===== src/rtl/unidade_controle_rodadas_if.sv =====
// Handshake between the round controller and the game datapath:
// status flags in, counter/register controls and debug state code out.
`default_nettype none

interface unidade_controle_rodadas_if;
    logic       iniciar;
    logic       jogada_feita;
    logic       igual;
    logic       fimRodada;
    logic       fimL;
    logic       fimT;
    logic       zeraL;
    logic       contaCL;
    logic       zeraC;
    logic       contaC;
    logic       zeraR;
    logic       registraR;
    logic       conta;
    logic       pronto;
    logic       acertou;
    logic       errou;
    logic       timeout;
    logic [3:0] db_estado;

    modport master (
        input  iniciar, jogada_feita, igual, fimRodada, fimL, fimT,
        output zeraL, contaCL, zeraC, contaC, zeraR, registraR, conta,
               pronto, acertou, errou, timeout, db_estado
    );

    modport slave (
        output iniciar, jogada_feita, igual, fimRodada, fimL, fimT,
        input  zeraL, contaCL, zeraC, contaC, zeraR, registraR, conta,
               pronto, acertou, errou, timeout, db_estado
    );
endinterface

`default_nettype wire


===== src/rtl/unidade_controle_rodadas.sv =====
// Moore controller for the round-based sequence-memory game; round k needs
// k+1 correct plays and the game ends in success, wrong play or timeout.
`default_nettype none

module unidade_controle_rodadas (
    input  logic                              clock,
    input  logic                              reset,
    unidade_controle_rodadas_if.master        ctrl
);

    typedef enum logic [3:0] {
        INICIAL        = 4'h0,
        PREPARACAO     = 4'h1,
        INICIA_RODADA  = 4'h2,
        ESPERA_JOGADA  = 4'h3,
        REGISTRA       = 4'h4,
        COMPARA        = 4'h5,
        PROXIMA_JOGADA = 4'h6,
        PROXIMA_RODADA = 4'h7,
        FIM_ACERTOU    = 4'hA,
        FIM_TIMEOUT    = 4'hD,
        FIM_ERROU      = 4'hE
    } estado_t;

    estado_t estado_q;
    estado_t estado_d;

    always_ff @(posedge clock or negedge reset) begin
        if (!reset) begin
            estado_q <= INICIAL;
        end else begin
            estado_q <= estado_d;
        end
    end

    always_comb begin
        estado_d = INICIAL;
        case (estado_q)
            INICIAL:        estado_d = ctrl.iniciar ? PREPARACAO : INICIAL;
            PREPARACAO:     estado_d = INICIA_RODADA;
            INICIA_RODADA:  estado_d = ESPERA_JOGADA;
            // A play arriving together with the timeout still counts
            ESPERA_JOGADA: begin
                if (ctrl.jogada_feita)   estado_d = REGISTRA;
                else if (ctrl.fimT)      estado_d = FIM_TIMEOUT;
                else                     estado_d = ESPERA_JOGADA;
            end
            REGISTRA:       estado_d = COMPARA;
            COMPARA: begin
                if (!ctrl.igual)                        estado_d = FIM_ERROU;
                else if (ctrl.fimRodada && ctrl.fimL)   estado_d = FIM_ACERTOU;
                else if (ctrl.fimRodada)                estado_d = PROXIMA_RODADA;
                else                                    estado_d = PROXIMA_JOGADA;
            end
            PROXIMA_JOGADA: estado_d = ESPERA_JOGADA;
            PROXIMA_RODADA: estado_d = INICIA_RODADA;
            FIM_ACERTOU:    estado_d = ctrl.iniciar ? PREPARACAO : FIM_ACERTOU;
            FIM_TIMEOUT:    estado_d = ctrl.iniciar ? PREPARACAO : FIM_TIMEOUT;
            FIM_ERROU:      estado_d = ctrl.iniciar ? PREPARACAO : FIM_ERROU;
            default:        estado_d = INICIAL;
        endcase
    end

    // Outputs depend on the present state only
    always_comb begin
        ctrl.zeraL     = 1'b0;
        ctrl.contaCL   = 1'b0;
        ctrl.zeraC     = 1'b0;
        ctrl.contaC    = 1'b0;
        ctrl.zeraR     = 1'b0;
        ctrl.registraR = 1'b0;
        ctrl.conta     = 1'b0;
        ctrl.pronto    = 1'b0;
        ctrl.acertou   = 1'b0;
        ctrl.errou     = 1'b0;
        ctrl.timeout   = 1'b0;
        case (estado_q)
            PREPARACAO: begin
                ctrl.zeraL = 1'b1;
                ctrl.zeraC = 1'b1;
                ctrl.zeraR = 1'b1;
            end
            INICIA_RODADA: begin
                ctrl.zeraC = 1'b1;
                ctrl.zeraR = 1'b1;
            end
            ESPERA_JOGADA:  ctrl.conta     = 1'b1;
            REGISTRA:       ctrl.registraR = 1'b1;
            PROXIMA_JOGADA: ctrl.contaC    = 1'b1;
            PROXIMA_RODADA: ctrl.contaCL   = 1'b1;
            FIM_ACERTOU: begin
                ctrl.pronto  = 1'b1;
                ctrl.acertou = 1'b1;
            end
            FIM_TIMEOUT: begin
                ctrl.pronto  = 1'b1;
                ctrl.timeout = 1'b1;
            end
            FIM_ERROU: begin
                ctrl.pronto = 1'b1;
                ctrl.errou  = 1'b1;
            end
            default: ;
        endcase
    end

    assign ctrl.db_estado = estado_q;

endmodule

`default_nettype wire

===== src/flat_wrapper.sv =====
// flat-port wrapper written by rule: the top's interface ports become plain ports
module unidade_controle_rodadas_flat 
  (clock, reset, ctrl_iniciar, ctrl_jogada_feita, ctrl_igual, ctrl_fimRodada, ctrl_fimL, ctrl_fimT, ctrl_zeraL, ctrl_contaCL, ctrl_zeraC, ctrl_contaC, ctrl_zeraR, ctrl_registraR, ctrl_conta, ctrl_pronto, ctrl_acertou, ctrl_errou, ctrl_timeout, ctrl_db_estado);
  unidade_controle_rodadas_if ctrl_i ();
  input  logic clock;
  input  logic reset;
  input wire logic [$bits(ctrl_i.iniciar)-1:0] ctrl_iniciar;
  input wire logic [$bits(ctrl_i.jogada_feita)-1:0] ctrl_jogada_feita;
  input wire logic [$bits(ctrl_i.igual)-1:0] ctrl_igual;
  input wire logic [$bits(ctrl_i.fimRodada)-1:0] ctrl_fimRodada;
  input wire logic [$bits(ctrl_i.fimL)-1:0] ctrl_fimL;
  input wire logic [$bits(ctrl_i.fimT)-1:0] ctrl_fimT;
  output wire logic [$bits(ctrl_i.zeraL)-1:0] ctrl_zeraL;
  output wire logic [$bits(ctrl_i.contaCL)-1:0] ctrl_contaCL;
  output wire logic [$bits(ctrl_i.zeraC)-1:0] ctrl_zeraC;
  output wire logic [$bits(ctrl_i.contaC)-1:0] ctrl_contaC;
  output wire logic [$bits(ctrl_i.zeraR)-1:0] ctrl_zeraR;
  output wire logic [$bits(ctrl_i.registraR)-1:0] ctrl_registraR;
  output wire logic [$bits(ctrl_i.conta)-1:0] ctrl_conta;
  output wire logic [$bits(ctrl_i.pronto)-1:0] ctrl_pronto;
  output wire logic [$bits(ctrl_i.acertou)-1:0] ctrl_acertou;
  output wire logic [$bits(ctrl_i.errou)-1:0] ctrl_errou;
  output wire logic [$bits(ctrl_i.timeout)-1:0] ctrl_timeout;
  output wire logic [$bits(ctrl_i.db_estado)-1:0] ctrl_db_estado;
  assign ctrl_i.iniciar = ctrl_iniciar;
  assign ctrl_i.jogada_feita = ctrl_jogada_feita;
  assign ctrl_i.igual = ctrl_igual;
  assign ctrl_i.fimRodada = ctrl_fimRodada;
  assign ctrl_i.fimL = ctrl_fimL;
  assign ctrl_i.fimT = ctrl_fimT;
  assign ctrl_zeraL = ctrl_i.zeraL;
  assign ctrl_contaCL = ctrl_i.contaCL;
  assign ctrl_zeraC = ctrl_i.zeraC;
  assign ctrl_contaC = ctrl_i.contaC;
  assign ctrl_zeraR = ctrl_i.zeraR;
  assign ctrl_registraR = ctrl_i.registraR;
  assign ctrl_conta = ctrl_i.conta;
  assign ctrl_pronto = ctrl_i.pronto;
  assign ctrl_acertou = ctrl_i.acertou;
  assign ctrl_errou = ctrl_i.errou;
  assign ctrl_timeout = ctrl_i.timeout;
  assign ctrl_db_estado = ctrl_i.db_estado;
  unidade_controle_rodadas u_core (.clock(clock), .reset(reset), .ctrl(ctrl_i));
endmodule

===== config.mk =====
export PLATFORM = sky130hd
export DESIGN_NAME = unidade_controle_rodadas_flat
export DESIGN_NICKNAME = d
export VERILOG_FILES = /design/src/rtl/unidade_controle_rodadas_if.sv /design/src/rtl/unidade_controle_rodadas.sv /design/src/flat_wrapper.sv
export SDC_FILE = /design/constraint.sdc
export NUM_CORES = 1
export LEC_CHECK = 0
export ABC_AREA = 1
export CORE_AREA = 4 4 41 43
export CTS_BUF_LIST = sky130_fd_sc_hd__clkbuf_16
export DETAILED_ROUTE_END_ITERATION = 7
export DIE_AREA = 0 0 45 47
export PLACE_DENSITY = 0.67
export RECOVER_POWER = 100
export SLEW_MARGIN = 20
export SYNTH_ARGS = -nofsm -noshare
export SYNTH_HDL_FRONTEND = slang
export SYNTH_SLANG_ARGS = --single-unit

===== constraint.sdc =====
create_clock -name clock -period 2.1 [get_ports clock]
set_input_delay 0.42 -clock clock [delete_from_list [all_inputs] [get_ports clock]]
set_output_delay 0.42 -clock clock [all_outputs]
set_load 0.02 [all_outputs]

==> impl_metrics.json, run 1 <==
{
  "drt_iter0_markers": 16,
  "core_region_area_um2": 1300,
  "drive_gt1_share_pct": 10.6,
  "nNetsFinal": 104,
  "area_growth_pct": 74.4,
  "critPathTopFamily": "buffers and inverters",
  "cp_slowest_stage_delay_ps": 600,
  "grt_pass1_vias": 495,
  "postCtsHoldBufs": 0,
  "grt_setup_unrepaired": "no",
  "clk_pin_slew_worst_paths_ps": 30,
  "fp.dieH_um": 47,
  "clock_latency_ps": 220,
  "synthAdderAreaFrac_pct": 0,
  "hold_violations": 0,
  "clk_path_buf_depth": 2,
  "cp_num_buf_inv": 2,
  "cp_slowest_cell": "clkdlybuf4s50_1",
  "cp_cell_sequence": "inv_1 > nand2_1 > nor2_1 > clkdlybuf4s50_1",
  "fin_crit_sh_pct": 96.1,
  "ff2ff_path_depth": 6,
  "min_period_ps": 2020,
  "cp_max_fo": 7,
  "drt_first_pass_iters": 4,
  "rrSetupSlack_ps": 960,
  "max-vdd-ir-drop_mv": 0.765,
  "maxCapViolCount": 0,
  "cts_tree": "yes",
  "critPathRequiredTime_ps": 1680,
  "slew_violations": 0,
  "drt-vias-per-instance": 4.79,
  "dp_hpwl_um": 925,
  "muxShareOfSynthArea_pct": 0,
  "dieWidth_um": 45,
  "cts_setup_buffers": 0,
  "cp.depth": 4,
  "remaining_drc_errors": 0,
  "syn-num-nets": 77,
  "synth_top_family_by_area": "simple AND/OR/NAND/NOR gates",
  "antenna_cells": 0,
  "powerDensity_nw_per_um2": 1550,
  "grt_max_degree": 8,
  "status": "completed",
  "synth.distinct_cells": 14,
  "vias": 522,
  "gp_congestion": 0.858,
  "ys_seq_elements": 4,
  "largest_register_ffs": 4,
  "synth_xor_area_share_pct": 0,
  "final_cell_mix": "17 x nand2_1, 13 x nor2_1, 12 x inv_1",
  "syn_avg_cell_area_um2": 5.60,
  "fin_tns_setup_ps": 0,
  "grt_pass1_wl_mm": 1.95,
  "power_leakage_uw": 0.000367,
  "synthSimpleGateAreaFrac_pct": 54.7,
  "r2r_end": "u_core.ctrl.db_estado[0]",
  "netlist_instances": 69,
  "dieArea_um2": 2120,
  "finalSetupViolCount": 0,
  "placement_rows": 13,
  "criticalPathCategory": "flip-flop to output pin",
  "wl_mm": 1.25,
  "h-tree-depth": 1,
  "design_power_total_uw": 1040,
  "num_io_pins": 23,
  "cts-root-buf": "clkbuf_16",
  "grt-ovfl-total": 0,
  "synth_compound_area_share_pct": 3.88,
  "final_common_cell": "nand2_1",
  "io_buffers": 22,
  "cts_sinks": 4,
  "cts_made_buffers": 3,
  "fmax_mhz": 496,
  "fin_skew_ps": 0.570,
  "track_usage_pct": 12.7,
  "ys_seq_area_share_pct": 25.9,
  "reg2reg_from": "u_core.ctrl.db_estado[0]",
  "worst_pin_slew_ps": 260,
  "syn_area_um2": 387,
  "drtAntennaViolNets": 0,
  "worstPathArrival_ps": 1600,
  "antenna_found_initial": 0,
  "worst_setup_path_start_kind": "flip-flop",
  "wl_per_cell_um": 11.5,
  "slew_headroom_pct": 82.7,
  "initial_core_util_pct": 29.7,
  "worst_hold_path_type": "primary input to async pin",
  "yosysWarnings": 0,
  "cp-end-kind": "output pin"
}
-- final cells by class --
| cell class | count | area, um2 |
|---|---|---|
| clock buffers | 3 | 75.1 |
| fillers | 143 | 627 |
| inverters | 14 | 52.6 |
| multi-input cells | 50 | 229 |
| flip-flops and latches | 4 | 101 |
| well taps | 15 | 18.8 |
| repair buffers | 23 | 198 |
-- Yosys cell counts --
| master | count | area (um2) |
|---|---|---|
| nand2_1 | 17 | 63.8 |
| inv_1 | 12 | 45.0 |
| nor2_1 | 12 | 45.0 |
| nand3_1 | 9 | 45.0 |
| dfrtp_1 | 4 | 100 |
| nand4_1 | 4 | 25.0 |
| nor2_2 | 3 | 18.8 |
| inv_2 | 2 | 7.51 |
| a21oi_1 | 1 | 5.00 |
| buf_4 | 1 | 7.51 |
| nand2_2 | 1 | 6.26 |
| nand3b_1 | 1 | 7.51 |
| o21ai_0 | 1 | 5.00 |
| o21ai_1 | 1 | 5.00 |
-- worst max-delay path by stage --
stage	from	to	slack (ps)
2_1_floorplan	u_core.ctrl.db_estado[2]	ctrl_zeraR	270
3_3_place_gp	u_core.ctrl.db_estado[2]	ctrl_contaC	200
3_5_place_dp	u_core.ctrl.db_estado[2]	ctrl_contaCL	180
4_1_cts	u_core.ctrl.db_estado[2]	ctrl_contaCL	7
5_1_grt	u_core.ctrl.db_estado[0]	ctrl_acertou	20
6_report	u_core.ctrl.db_estado[0]	ctrl_errou	80
-- per-stage QoR --
| step | util, % | hold slack (ps) | setup slack (ps) | instance area (um2) | instances |
|---|---|---|---|---|---|
| 6_report | 51.8 | 482 | 82.5 | 674 | 109 |
| 5_1_grt | 51.8 | 489 | 15.3 | 674 | 109 |
| 4_1_cts | 53.8 | 412 | 6.64 | 701 | 109 |
| 3_5_place_dp | 48.1 | 631 | 180 | 626 | 106 |
| 2_1_floorplan | - | 124 | 266 | 387 | 69 |
| 3_3_place_gp | 48.1 | 624 | 198 | 626 | 106 |
-- routing by layer --
layer / vias up / track usage (%) / routed length, um
met5: - / 0 / 0
met4: 0 / 6.43 / 37
met3: 6 / 3.83 / 139
met2: 27 / 21.8 / 594
met1: 225 / 14.2 / 480
li1: 264 / - / -
-- cells by family (layout without fill, tap and decap cells) --
logic type / count (synthesis) / after routing
AO/OA/AOI/OAI: 3 / 3
AND/OR/NAND/NOR: 47 / 47
buffers and inverters: 15 / 40
flip-flops: 4 / 4
-- report_power, final --
| group | internal [uW] | switching (uW) |
|---|---|---|
| Clock | 243 | 53.1 |
| Sequential | 112 | 53.3 |
| Combinational | 212 | 370 |
-- repair_timing --
item | 4_1_cts | 5_1_grt
endpoints found under the hold margin | 0 | 0
gates cloned | 0 | 0
gates resized for setup | 5 | 6
setup endpoints to repair | 7 | 5
Power figures use the tool's default switching activity.
==> run 2: changes to the inputs <==
MAX_ROUTING_LAYER = met4   (was unset)
clock period = 2.51 ns   (was 2.1 ns; I/O delays follow)
==> run 2 against run 1 <==
Net effect: combinational power is 15% lower; setup slack better by 120 ps; die area stayed put; sequential share of layout area is 0.59 points lower; non-clock buffer count is 1 lower; first-iteration DRC count is 38% higher; critical path depth stayed put; count of clock-buffer cells in the layout stayed put; largest power group unchanged; highest routed layer is now met3.
==> impl_metrics.json, run 2 (synthesis results as in run 1) <==
{
  "status": "completed",
  "ff2ff_path_depth": 5,
  "multi_input_area_um2": 226,
  "remaining_drc_errors": 0,
  "placement_rows": 13,
  "clk_path_buf_depth": 2,
  "use_met2_pct": 20.6,
  "fin_util_pct": 53.3,
  "grt_max_degree": 8,
  "rrSetupSlack_ps": 1410,
  "wl_per_cell_um": 10.6,
  "cts-root-buf": "clkbuf_16",
  "maxCapViolCount": 0,
  "io_buffers": 22,
  "fp.dieH_um": 47,
  "drt-vias-per-instance": 4.72,
  "fmax_mhz": 433,
  "worst_pin_slew_ps": 303,
  "wl_mm": 1.15,
  "gr-max-usage-layer": "met2",
  "largest_register_ffs": 4,
  "drive_gt1_share_pct": 9.68,
  "drt_iter0_markers": 22,
  "track_usage_pct": 12.9,
  "clk_pin_slew_worst_paths_ps": 30,
  "power_leakage_uw": 0.000386,
  "finalSetupViolCount": 0,
  "grt_pass1_wl_mm": 1.93,
  "fin_tns_setup_ps": 0,
  "fin_ws_ps": 198,
  "hold_violations": 0,
  "dp_hpwl_um": 937,
  "postCtsHoldBufs": 0,
  "final_common_cell": "nand2_1",
  "antenna_found_initial": 0,
  "n_fill_cell": 136,
  "cts_tree": "yes",
  "max-vdd-ir-drop_mv": 0.947,
  "reg2reg_from": "u_core.ctrl.db_estado[3]",
  "dieArea_um2": 2120,
  "slew_violations": 0,
  "cts_resized": 0,
  "met1_usage_pct": 15.3,
  "powerDensity_nw_per_um2": 1270,
  "nNetsFinal": 103,
  "antenna_cells": 0,
  "cts_made_buffers": 3,
  "area_growth_pct": 79.3,
  "worst_setup_path_start_kind": "flip-flop",
  "drtAntennaViolNets": 0,
  "fin_crit_sh_pct": 92.1,
  "worst_hold_path_type": "primary input to async pin",
  "seq_area_um2": 100,
  "cts_sinks": 4,
  "cts_setup_buffers": 0,
  "grtUsageMet3_pct": 4.60,
  "clock_latency_ps": 220,
  "grt_setup_unrepaired": "no",
  "worstPathArrival_ps": 1810,
  "slew_headroom_pct": 79.7,
  "vias": 510,
  "cp_max_fo": 7,
  "cp-end-kind": "output pin",
  "drt_first_pass_iters": 4,
  "dieWidth_um": 45,
  "h-tree-depth": 1,
  "initial_core_util_pct": 29.7,
  "hold_slack_ps": 551,
  "criticalPathCategory": "flip-flop to output pin",
  "grt_pass1_vias": 495,
  "fin_skew_ps": 3.73,
  "r2r_end": "u_core.ctrl.db_estado[0]",
  "critPathRequiredTime_ps": 2010,
  "min_period_ps": 2310,
  "num_io_pins": 23,
  "gp_congestion": 0.904,
  "core_region_area_um2": 1300,
  "place_ws_ps": 427,
  "grt-ovfl-total": 0,
  "final_cell_mix": "17 x nand2_1, 14 x dlygate4sd3_1, 12 x nor2_1, 12 x inv_1, 9 x nand3_1"
}
-- run 2: worst max-delay path by stage --
stage                     cells past startpoint    endpoint  slack [ps]                     start
after global routing                          4  ctrl_zeraC          70  u_core.ctrl.db_estado[2]
final                                         4  ctrl_zeraR         200  u_core.ctrl.db_estado[2]
after CTS                                     4  ctrl_zeraC         180  u_core.ctrl.db_estado[2]
after detailed placement                      4  ctrl_zeraC         430  u_core.ctrl.db_estado[2]
after floorplan                               4  ctrl_zeraR         590  u_core.ctrl.db_estado[2]
after global placement                        4  ctrl_zeraC         480  u_core.ctrl.db_estado[2]
-- run 2: through the flow --
stage	power, uW	cells	cell area, um2
3_3_place_gp	649	105	618
2_1_floorplan	450	69	387
6_report	879	108	693
3_5_place_dp	656	105	618
5_1_grt	950	108	693
4_1_cts	906	108	693
-- run 2: per-layer routing --
metal	up-vias	routed length, um	part of all wire (%)
met5	-	0	0
met4	0	0	0
met3	0	98	8.6
met2	19	564	49
met1	225	483	42
li1	266	-	-
-- run 2: worst max-delay path, stage by stage, from the launching register on --
cell and delay, ps:
dfrtp_1 420, nor2_2 290, inv_1 90, a21oi_1 160, clkdlybuf4s50_1 630
-- run 2: cell type report --
cell class	count	area share, %
Sequential cell	4	14.4
Tap cell	15	2.71
Timing Repair Buffer	22	31.8
Clock buffer	3	10.8
Multi-Input combinational cell	50	32.7
Inverter	14	7.58
-- run 2: power breakdown --
part	switching (uW)	internal (uW)	total, uW
Clock	41.6	203	245
Sequential	45.8	92.7	139
Combinational	300	195	495
Total	387	491	879
==> run 3: changes to the inputs <==
CELL_PAD_IN_SITES_DETAIL_PLACEMENT = 1   (was unset)
CELL_PAD_IN_SITES_GLOBAL_PLACEMENT = 2   (was unset)
CORE_AREA = unset   (was 4 4 41 43)
CORE_MARGIN = 4   (was unset)
CORE_UTILIZATION = 17   (was unset)
DIE_AREA = unset   (was 0 0 45 47)
GPL_TIMING_DRIVEN = 0   (was unset)
PLACE_DENSITY = 0.82   (was 0.67)
SETUP_SLACK_MARGIN = 0.3   (was unset)
==> run 3 against run 2 <==
Net effect: critical path depth grew 1; sequential power is 6% higher; count of clock-buffer cells in the layout did not move; global-route usage shrank 4.2 points; sequential share of layout area is 0.070 points higher; critical path type unchanged; largest cell class unchanged; largest power group unchanged; highest routed layer unchanged.
==> impl_metrics.json, run 3 (synthesis results as in run 1) <==
{
  "cp_max_fo": 5,
  "slew_violations": 0,
  "antenna_cells": 0,
  "critPathRequiredTime_ps": 2010,
  "postCtsHoldBufs": 0,
  "gr-max-usage-layer": "met2",
  "num_io_pins": 23,
  "cts_sinks": 4,
  "drt-vias-per-instance": 4.09,
  "remaining_drc_errors": 0,
  "nNetsFinal": 105,
  "worst_hold_path_type": "primary input to async pin",
  "placement_rows": 17,
  "drt_first_pass_iters": 3,
  "initial_core_util_pct": 17.6,
  "dp_hpwl_mm": 1.10,
  "area_growth_pct": 85.1,
  "cp_cell_sequence": "inv_1 > nor2_1 > nand2_1 > inv_1 > dlygate4sd3_1",
  "min_period_ps": 2190,
  "final_common_cell": "nand2_1",
  "status": "completed",
  "fin_skew_ps": 3.00,
  "cp_slowest_cell": "dlygate4sd3_1",
  "criticalPathCategory": "flip-flop to output pin",
  "dieWidth_um": 55.7,
  "pwr-share-comb_pct": 56.4,
  "max-vdd-ir-drop_mv": 0.448,
  "final_cell_mix": "17 x nand2_1, 12 x inv_1, 12 x nor2_1",
  "worst_pin_slew_ps": 260,
  "drt_iter0_markers": 4,
  "fin_crit_sh_pct": 87.3,
  "grtUsageMet3_pct": 2.09,
  "cp_num_buf_inv": 3,
  "finalInstanceArea_um2": 716,
  "clock_latency_ps": 220,
  "hold_violations": 0,
  "fin_cells": 123,
  "worst_setup_path_start_kind": "flip-flop",
  "fin_ws_ps": 318,
  "vias": 503,
  "h-tree-depth": 1,
  "crit_path_start": "u_core.ctrl.db_estado[3]",
  "seq_power_share_pct": 16.4,
  "clk_path_buf_depth": 2,
  "finalSetupViolCount": 0,
  "clkPwrFrac_pct": 27.2,
  "track_usage_pct": 8.72,
  "swShare_pct": 45.0,
  "use_met2_pct": 16.2,
  "drtAntennaViolNets": 0,
  "gp_congestion": 0.766,
  "r2r_end": "u_core.ctrl.db_estado[2]",
  "grt_max_degree": 8,
  "powerDensity_nw_per_um2": 1260,
  "maxCapViolCount": 0,
  "wl_per_cell_um": 11.1,
  "cts_made_buffers": 3,
  "worstPathArrival_ps": 1690,
  "placed_area_um2": 642,
  "p_int_uw": 495,
  "place_ws_ps": 278,
  "antenna_found_initial": 0,
  "grt-ovfl-total": 0,
  "dieArea_um2": 3100,
  "grt_pass1_vias": 521,
  "cts-root-buf": "clkbuf_16",
  "clk_pin_slew_worst_paths_ps": 30,
  "fmax_mhz": 456,
  "dp.cells": 119,
  "io_buffers": 22,
  "path_common_cell": "inv_1",
  "power_leakage_uw": 0.000386,
  "fp.dieH_um": 55.7,
  "critPathTopFamily": "buffers and inverters",
  "grt_pass1_wl_mm": 2.13,
  "slew_headroom_pct": 82.7,
  "met1_usage_pct": 9.19,
  "core_region_area_um2": 2190,
  "cp-end-kind": "output pin",
  "largest_register_ffs": 4,
  "ff2ff_path_depth": 5,
  "rrSetupSlack_ps": 1400,
  "cp_slowest_stage_delay_ps": 670,
  "fin_tns_setup_ps": 0,
  "fin_util_pct": 32.7,
  "p_switching_uw": 405,
  "reg2reg_from": "u_core.ctrl.db_estado[0]",
  "cts_tree": "yes",
  "drive_gt1_share_pct": 14.7,
  "wl_mm": 1.37,
  "crit_end": "ctrl_acertou",
  "cp.depth": 5,
  "grt_setup_unrepaired": "no"
}
==> run 3: layout make-up <==
type                            instances  area, um2
Fill cell                             294       1480
Multi-Input combinational cell         50        236
Timing Repair Buffer                   23        205
Sequential cell                         4        104
Clock buffer                            3       75.1
Inverter                               14       52.6
Tap cell                               28       35.0
Buffer                                  1       7.51
==> run 3: power by group through the flow <==
stage	registers (uW)	logic (uW)	clock network (uW)
2_1_floorplan	164	286	0
3_3_place_gp	142	543	0
3_5_place_dp	140	544	0
4_1_cts	148	544	248
5_1_grt	153	567	256
6_report	147	508	245
==> run 3: metal layers <==
layer  up-vias  wire length [um]
li1        268                 -
met1       217               606
met2        18               677
met3         0                81
met4         0                 0
met5         -                 0
==> run 3: through the flow <==
stage / hold slack [ps] / power, uW
final: 547 / 900
after detailed placement: 647 / 684
after global placement: 673 / 685
after CTS: 482 / 940
after global routing: 573 / 976
after floorplan: 206 / 450
==> run 3: timing repair <==
action | 4_1_cts | 5_1_grt
hold endpoints to repair | 0 | 0
gates resized for setup | 7 | 5
pin swaps | 1 | 0
buffers inserted | 1 | 0
setup endpoints to repair | 9 | 5
==> run 3: how the worst min path moves through the flow <==
stage                                   startpoint                  endpoint  slack [ps]  cells past startpoint
after floorplan                              reset  u_core.ctrl.db_estado[0]         210                      0
after global placement    u_core.ctrl.db_estado[0]  u_core.ctrl.db_estado[1]         670                      2
after detailed placement  u_core.ctrl.db_estado[0]  u_core.ctrl.db_estado[1]         650                      2
after CTS                                    reset  u_core.ctrl.db_estado[2]         480                      1
after global routing                         reset  u_core.ctrl.db_estado[2]         570                      1
final                                        reset  u_core.ctrl.db_estado[2]         550                      1
